`config.mk`:
```
export PLATFORM = sky130hd
export DESIGN_NAME = coincidence_scanner
export DESIGN_NICKNAME = d
export VERILOG_FILES = /design/src/rtl/coincidence_scanner.sv
export SDC_FILE = /design/constraint.sdc
export NUM_CORES = 1
export LEC_CHECK = 0
export CORE_ASPECT_RATIO = 0.9
export CORE_UTILIZATION = 47
export CTS_CLUSTER_DIAMETER = 150
export DETAILED_ROUTE_END_ITERATION = 7
export PLACE_DENSITY_LB_ADDON = 0.15
export SETUP_SLACK_MARGIN = 0.02
export SYNTH_ARGS = -nofsm -noshare
export SYNTH_HDL_FRONTEND = slang
export SYNTH_SLANG_ARGS = --single-unit
```
`constraint.sdc`:
```
create_clock -name sysClk -period 3.14 [get_ports sysClk]
set_clock_uncertainty 0.05 [all_clocks]
set_input_delay 0.471 -clock sysClk [delete_from_list [all_inputs] [get_ports sysClk]]
set_output_delay 0.471 -clock sysClk [all_outputs]
set_load 0.01 [all_outputs]
```
`src/rtl/coincidence_scanner.sv`:
```
// Hardware sequencer for the coincidence recorder CSR port: acquire, read back
// one channel's histogram, find the single rising edge, program the coincidence point.
module coincidence_scanner #(
  parameter int SAMPLE_CLKS_PER_COINCIDENCE = 80,
  parameter int SUM_WIDTH                   = 8,
  parameter int MUXSEL_WIDTH                = 1,
  parameter int THRESHOLD                   = 64,
  parameter int READ_SETTLE                 = 16,
  parameter int TIMEOUT_CYCLES              = 16777215,
  localparam int AW = $clog2(SAMPLE_CLKS_PER_COINCIDENCE)
) (
  input  logic                    sysClk,
  input  logic                    sysReset,
  input  logic                    start,
  input  logic [MUXSEL_WIDTH-1:0] channel,
  input  logic [AW-1:0]           offset,
  input  logic                    realignEnable,
  output logic                    sysCsrStrobe,
  output logic [31:0]             sysGPIO_OUT,
  input  logic [31:0]             sysCsr,
  output logic                    scanBusy,
  output logic                    done,
  output logic                    error,
  output logic                    timedOut,
  output logic [AW-1:0]           edgeAddress,
  output logic [3:0]              edgeCount
);

  localparam int N  = SAMPLE_CLKS_PER_COINCIDENCE;
  localparam int TW = $clog2(TIMEOUT_CYCLES + 1);
  localparam int SW = $clog2(READ_SETTLE + 1);

  typedef enum logic [3:0] {
    IDLE, ARM, WAIT_RISE, WAIT_FALL, READ_REQ, READ_WAIT,
    EVAL, PROGRAM, POST_PROGRAM, REALIGN, FINISH
  } stateT;

  stateT                   state;
  logic [MUXSEL_WIDTH-1:0] channelLat;
  logic [AW-1:0]           offsetLat;
  logic                    realignLat;
  logic [TW-1:0]           timer;
  logic [SW-1:0]           settleCnt;
  logic [AW:0]             readIndex;
  logic [AW-1:0]           readAddr;
  logic                    prevHi;

  logic [AW-1:0] reqAddr;
  logic [AW:0]   progSum;
  logic [AW-1:0] progAddr;
  logic          binHi;
  logic          timerExpired;
  logic [31:0]   readWord;
  logic [31:0]   progWord;
  logic          unusedCsrBits;

  // First read fetches the last bin so the wrap edge at address 0 is seen.
  assign reqAddr      = (readIndex == '0) ? AW'(N - 1) : AW'(readIndex - 1'b1);
  assign progSum      = {1'b0, edgeAddress} + {1'b0, offsetLat};
  assign progAddr     = (progSum >= (AW+1)'(N)) ? AW'(progSum - (AW+1)'(N)) : progSum[AW-1:0];
  assign binHi        = sysCsr[SUM_WIDTH-1:0] >= SUM_WIDTH'(THRESHOLD);
  assign timerExpired = timer == TW'(TIMEOUT_CYCLES);
  assign unusedCsrBits = ^sysCsr[30:SUM_WIDTH];

  always_comb begin
    readWord = '0;
    readWord[24 +: MUXSEL_WIDTH] = channelLat;
    readWord[AW-1:0] = reqAddr;
    progWord = '0;
    progWord[30] = 1'b1;
    progWord[AW-1:0] = progAddr;
  end

  always_ff @(posedge sysClk or posedge sysReset) begin
    if (sysReset) begin
      state        <= IDLE;
      sysCsrStrobe <= 1'b0;
      sysGPIO_OUT  <= '0;
      scanBusy     <= 1'b0;
      done         <= 1'b0;
      error        <= 1'b0;
      timedOut     <= 1'b0;
      edgeAddress  <= '0;
      edgeCount    <= '0;
      channelLat   <= '0;
      offsetLat    <= '0;
      realignLat   <= 1'b0;
      timer        <= '0;
      settleCnt    <= '0;
      readIndex    <= '0;
      readAddr     <= '0;
      prevHi       <= 1'b0;
    end else begin
      sysCsrStrobe <= 1'b0;
      done         <= 1'b0;
      case (state)
        IDLE: if (start) begin
          channelLat  <= channel;
          offsetLat   <= offset;
          realignLat  <= realignEnable;
          edgeCount   <= '0;
          edgeAddress <= '0;
          error       <= 1'b0;
          timedOut    <= 1'b0;
          scanBusy    <= 1'b1;
          state       <= ARM;
        end
        ARM: begin
          sysCsrStrobe <= 1'b1;
          sysGPIO_OUT  <= 32'h8000_0000;
          timer        <= '0;
          state        <= WAIT_RISE;
        end
        WAIT_RISE: begin
          if (sysCsr[31]) begin
            timer <= '0;
            state <= WAIT_FALL;
          end else if (timerExpired) begin
            error    <= 1'b1;
            timedOut <= 1'b1;
            state    <= FINISH;
          end else begin
            timer <= timer + 1'b1;
          end
        end
        WAIT_FALL: begin
          if (!sysCsr[31]) begin
            readIndex <= '0;
            state     <= READ_REQ;
          end else if (timerExpired) begin
            error    <= 1'b1;
            timedOut <= 1'b1;
            state    <= FINISH;
          end else begin
            timer <= timer + 1'b1;
          end
        end
        READ_REQ: begin
          sysCsrStrobe <= 1'b1;
          sysGPIO_OUT  <= readWord;
          readAddr     <= reqAddr;
          settleCnt    <= '0;
          state        <= READ_WAIT;
        end
        READ_WAIT: begin
          if (settleCnt == SW'(READ_SETTLE - 1)) begin
            if (readIndex != '0 && binHi && !prevHi) begin
              edgeAddress <= readAddr;
              if (edgeCount != 4'hF) edgeCount <= edgeCount + 1'b1;
            end
            prevHi <= binHi;
            if (readIndex == (AW+1)'(N)) begin
              state <= EVAL;
            end else begin
              readIndex <= readIndex + 1'b1;
              state     <= READ_REQ;
            end
          end else begin
            settleCnt <= settleCnt + 1'b1;
          end
        end
        EVAL: begin
          if (edgeCount != 4'd1) begin
            error <= 1'b1;
            state <= FINISH;
          end else begin
            state <= PROGRAM;
          end
        end
        PROGRAM: begin
          sysCsrStrobe <= 1'b1;
          sysGPIO_OUT  <= progWord;
          state        <= POST_PROGRAM;
        end
        // Spacer cycle keeps the program and realign strobes apart.
        POST_PROGRAM: state <= realignLat ? REALIGN : FINISH;
        REALIGN: begin
          sysCsrStrobe <= 1'b1;
          sysGPIO_OUT  <= 32'h2000_0000;
          state        <= FINISH;
        end
        FINISH: begin
          done     <= 1'b1;
          scanBusy <= 1'b0;
          state    <= IDLE;
        end
        default: state <= IDLE;
      endcase
    end
  end

endmodule

```
==> results.md <==
| Result | This run | Unit |
|:---|:---|:---|
| Post-route ant nets | 0 | - |
| Share of the core filled with cells in the final layout | 57.2 | % |
| Maximum number of pins on one net before global-route repair | 62 | - |
| Path type of the worst min-delay path | primary input to asynchronous set/reset pin | - |
| Total placed cells including tap cells | 682 | - |
| Switching Power | 1.66 | mW |
| Final number of hold-violating endpoints | 0 | - |
| Vias in the first global route | 3710 | - |
| Setup tns final | 0 | ns |
| Leading area contributor after synthesis | sky130_fd_sc_hd__dfrtp_1 | - |
| Dominant synthesized flop cell | sky130_fd_sc_hd__dfrtp_1 | - |
| Share of Yosys cell area claimed by the top area cell type | 45.0 | % |
| Initial DRC count | 197 | - |
| Final Instance Count excl. Fillers | 704 | - |
| Half-perimeter wire length after placement | 7.52 | mm |
| IO Port Bufs | 41 | - |
| Endpoint of the most critical register-to-register path | sysGPIO_OUT[5] | - |
| Status | complete, no violations | - |
| Total overflow reported by the global router | 0 | - |
| Cell count after synthesis | 519 | - |
| Count of antenna diodes in the layout | 0 | - |
| Measured slew at the worst slew-check pin | 1.05 | ns |
| Starting density of the core | 48.6 | % |
| Number of H-tree branching levels | 3 | - |
| Insertion delay of the later-clocked pin in the worst-skew pair | 0.35 | ns |
| Floorplan die area | 10500 | µm² |
| Count of max-cap constraint violations | 0 | - |
| Crit path max fanout | 2 | - |
| Share of final-layout standard cells stronger than drive strength 1 | 10.0 | % |
| Flop and latch count out of synthesis | 85 | - |
| Startpoint types | flip-flop | - |
| Mapped Area | 4730 | µm² |
| Relative max-transition margin | 29.9 | % |
| Count of hold buffers inserted by post-cts repair | 0 | - |
| Area overhead of the layout relative to synthesis | 17.8 | % |
| Routed vias/inst | 5.46 | - |
| Worst Setup End Kind | flip-flop | - |
| Warnings, synthesis | 0 | - |
| Post-route fraction of the period consumed by the critical path | 93.7 | % |
| Final RePlAce weighted congestion | 0.879 | - |
| Cts bufs inserted | 9 | - |
| Place WS | -0.0444 | ns |
| Number of antenna violations at the first check in global routing | 0 | - |
| Crit path time final | 2.94 | ns |
| Core Area | 9740 | µm² |
| Largest buffer count on any clock path | 2 | - |
| R2R depth | 13 | - |
| Library cell used as clock root buffer | sky130_fd_sc_hd__clkbuf_8 | - |
| Post-synthesis async set-or-reset flop share | 100 | % |
| IO Pins | 92 | - |
| Post-CTS clock slew at the launch and capture registers of the worst setup and hold paths | 0.08 | ns |
| Achievable Freq | 340 | MHz |
| Share of total power in combinational logic | 45.3 | % |
| Clock tree from TritonCTS | yes | - |
| R2r setup slk | 0.20 | ns |
| PnR worst setup slack | 0.199 | ns |
| Clock share of power | 17.3 | % |
| Average wire per standard cell | 15.0 | µm |
| Switching fraction of total power | 39.1 | % |
| Via count of the routed design | 3842 | - |
| Data arrival time of the critical path | 3.13 | ns |
| Mean post-synth cell area | 9.12 | µm² |
| Total Routing Usage GR | 21.3 | % |
| Beginning of the worst register-to-register path | offsetLat[0] | - |
| Minimum hold slack | 0.389 | ns |
| Type of the setup path with the least slack | flip-flop to flip-flop | - |
| CTS Sinks | 85 | - |
| Area contributors post-synth | sky130_fd_sc_hd__dfrtp_1 (45%), sky130_fd_sc_hd__nand2_1 (5.8%), sky130_fd_sc_hd__xor2_1 (5.7%) | - |
| Fin nets | 636 | - |
| Internal power | 2.59 | mW |
| Distinct cell type count of the synthesized netlist | 63 | - |
| Maximum ir drop on the vdd rail | 0.386 | mV |
| Number of synthesized flops with an enable pin | 0 | - |
| Total setup violations reported at the end of the flow | 0 | - |
| Final count of pins violating max slew | 0 | - |
| Reported leakage power | 2.57 | nW |
| Sequential cell area fraction in the yosys report | 45.0 | % |
| Drt pass-1 iters | 4 | - |
| Number of rows created at floorplan | 34 | - |
| Wire length of the first global-routing pass | 17.7 | mm |
| Flop pwr share | 37.4 | % |
| Remaining DRCs | 0 | - |
| Power Density | 764 | nW/µm² |
| Horizontal extent of the die | 108 | µm |
| WP data required | 3.33 | ns |
| Die Span Y | 97.2 | µm |
| DRT Wirelength | 10.6 | mm |
## cell usage in the layout, fill, tap and decap left out, types with 16 or more instances in the layout
| cell type | n |
|---|---|
| sky130_fd_sc_hd__clkdlybuf4s50_1 | 41 |
| sky130_fd_sc_hd__buf_4 | 25 |
| sky130_fd_sc_hd__nor3_1 | 16 |
| sky130_fd_sc_hd__nor2_1 | 63 |
| sky130_fd_sc_hd__o21ai_0 | 23 |
| sky130_fd_sc_hd__dfrtp_1 | 84 |
| sky130_fd_sc_hd__conb_1 | 21 |
| sky130_fd_sc_hd__nand2_1 | 73 |
| sky130_fd_sc_hd__a21oi_1 | 19 |
| sky130_fd_sc_hd__xor2_1 | 31 |
## routing by layer
layer | GRT usage, % | vias up | routed length (µm)
met5 | 0 | - | 0
li1 | - | 1877 | -
met2 | 34.6 | 98 | 4970
met4 | 4.43 | 0 | 89
met1 | 29.9 | 1859 | 5090
met3 | 3.69 | 8 | 415
## critical path: stages (launching register included)
cell and delay [ns]:
sky130_fd_sc_hd__dfrtp_1 0.43, sky130_fd_sc_hd__ha_4 0.19, sky130_fd_sc_hd__fa_2 0.41, sky130_fd_sc_hd__a211oi_4 0.24, sky130_fd_sc_hd__nor2_1 0.08, sky130_fd_sc_hd__xor2_1 0.19
sky130_fd_sc_hd__ha_2 0.20, sky130_fd_sc_hd__inv_1 0.04, sky130_fd_sc_hd__o41ai_2 0.25, sky130_fd_sc_hd__o21ai_1 0.11, sky130_fd_sc_hd__o21ai_1 0.13, sky130_fd_sc_hd__buf_4 0.13
sky130_fd_sc_hd__mux2i_1 0.07, sky130_fd_sc_hd__a221o_1 0.31
## cells in the mapped netlist (all sizes together) (3+ instances only)
cell    count
dfrtp      85
nand2      73
nor2       63
xor2       31
buf        26
o21ai      26
a21oi      19
clkbuf     17
ha         17
nor3       16
inv        15
nand3      14
nand4      14
a21o       10
xnor2       9
and3        7
a221o       6
a211oi      5
mux2i       5
nor4        5
or3         4
and2        3
nor2b       3
nor4b       3
o31ai       3
## power by group through the flow
stage                     clock (mW)  combinational, mW  sequential, mW
after floorplan                    0               1.25            1.54
final                          0.736               1.93            1.59
after detailed placement           0               1.82            1.60
after CTS                      0.753               1.84            1.58
after global placement             0               1.79            1.59
after global routing           0.799               2.16            1.62
## registers in the layout, indices dropped and copies added (netlist names)
| name | count |
|---|---|
| timedOut | 1 |
| sysGPIO_OUT | 11 |
| timer | 24 |
| prevHi | 1 |
| edgeCount | 4 |
| channelLat | 1 |
| realignLat | 1 |
| edgeAddress | 7 |
| error | 1 |
| scanBusy | 1 |
| readAddr | 7 |
| state | 4 |
| settleCnt | 5 |
| offsetLat | 7 |
| sysCsrStrobe | 1 |
| done | 1 |
| readIndex | 8 |
## final cells by class
type                    instances  area (µm²)
multi-input cells             395        2430
clock inverters                 5        52.6
repair buffers                 67         618
flip-flops and latches         85        2130
clock buffers                  10         128
well taps                     126         158
inverters                      16        61.3
fillers                       903        4170
## how the worst max path moves through the flow
stage / depth (start not counted) / startpoint / slack, ns / to
floorplan: 12 / edgeAddress[0] / 0.03 / sysGPIO_OUT[5]
global placement: 13 / edgeAddress[0] / 0.03 / sysGPIO_OUT[5]
detailed placement: 13 / edgeAddress[0] / -0.04 / sysGPIO_OUT[5]
CTS: 13 / edgeAddress[0] / 0.03 / sysGPIO_OUT[5]
global route: 13 / offsetLat[0] / -0.005 / sysGPIO_OUT[5]
finish: 13 / offsetLat[0] / 0.20 / sysGPIO_OUT[5]
## through the flow
stage | instance area (µm²) | total power, mW
3_5_place_dp | 5280 | 3.43
5_1_grt | 5570 | 4.58
4_1_cts | 5470 | 4.18
3_3_place_gp | 5280 | 3.39
6_report | 5570 | 4.26
2_1_floorplan | 4810 | 2.80
## kinds of logic after synthesis
group,synth area share [%]
other,0.0793
multiplexers,1.06
buffers and inverters,6.56
AND/OR/NAND/NOR,21.8
AO/OA/AOI/OAI,13.2
XOR/XNOR,7.41
flip-flops,45.0
adder cells (fa/ha/maj),4.92
## timing repair
| action | CTS | global route |
|---|---|---|
| pin swaps | 0 | 8 |
| endpoints found under the setup margin | 2 | 2 |
| setup buffers | 0 | 7 |
| resized for setup | 1 | 14 |
Power figures use the tool's default switching activity.
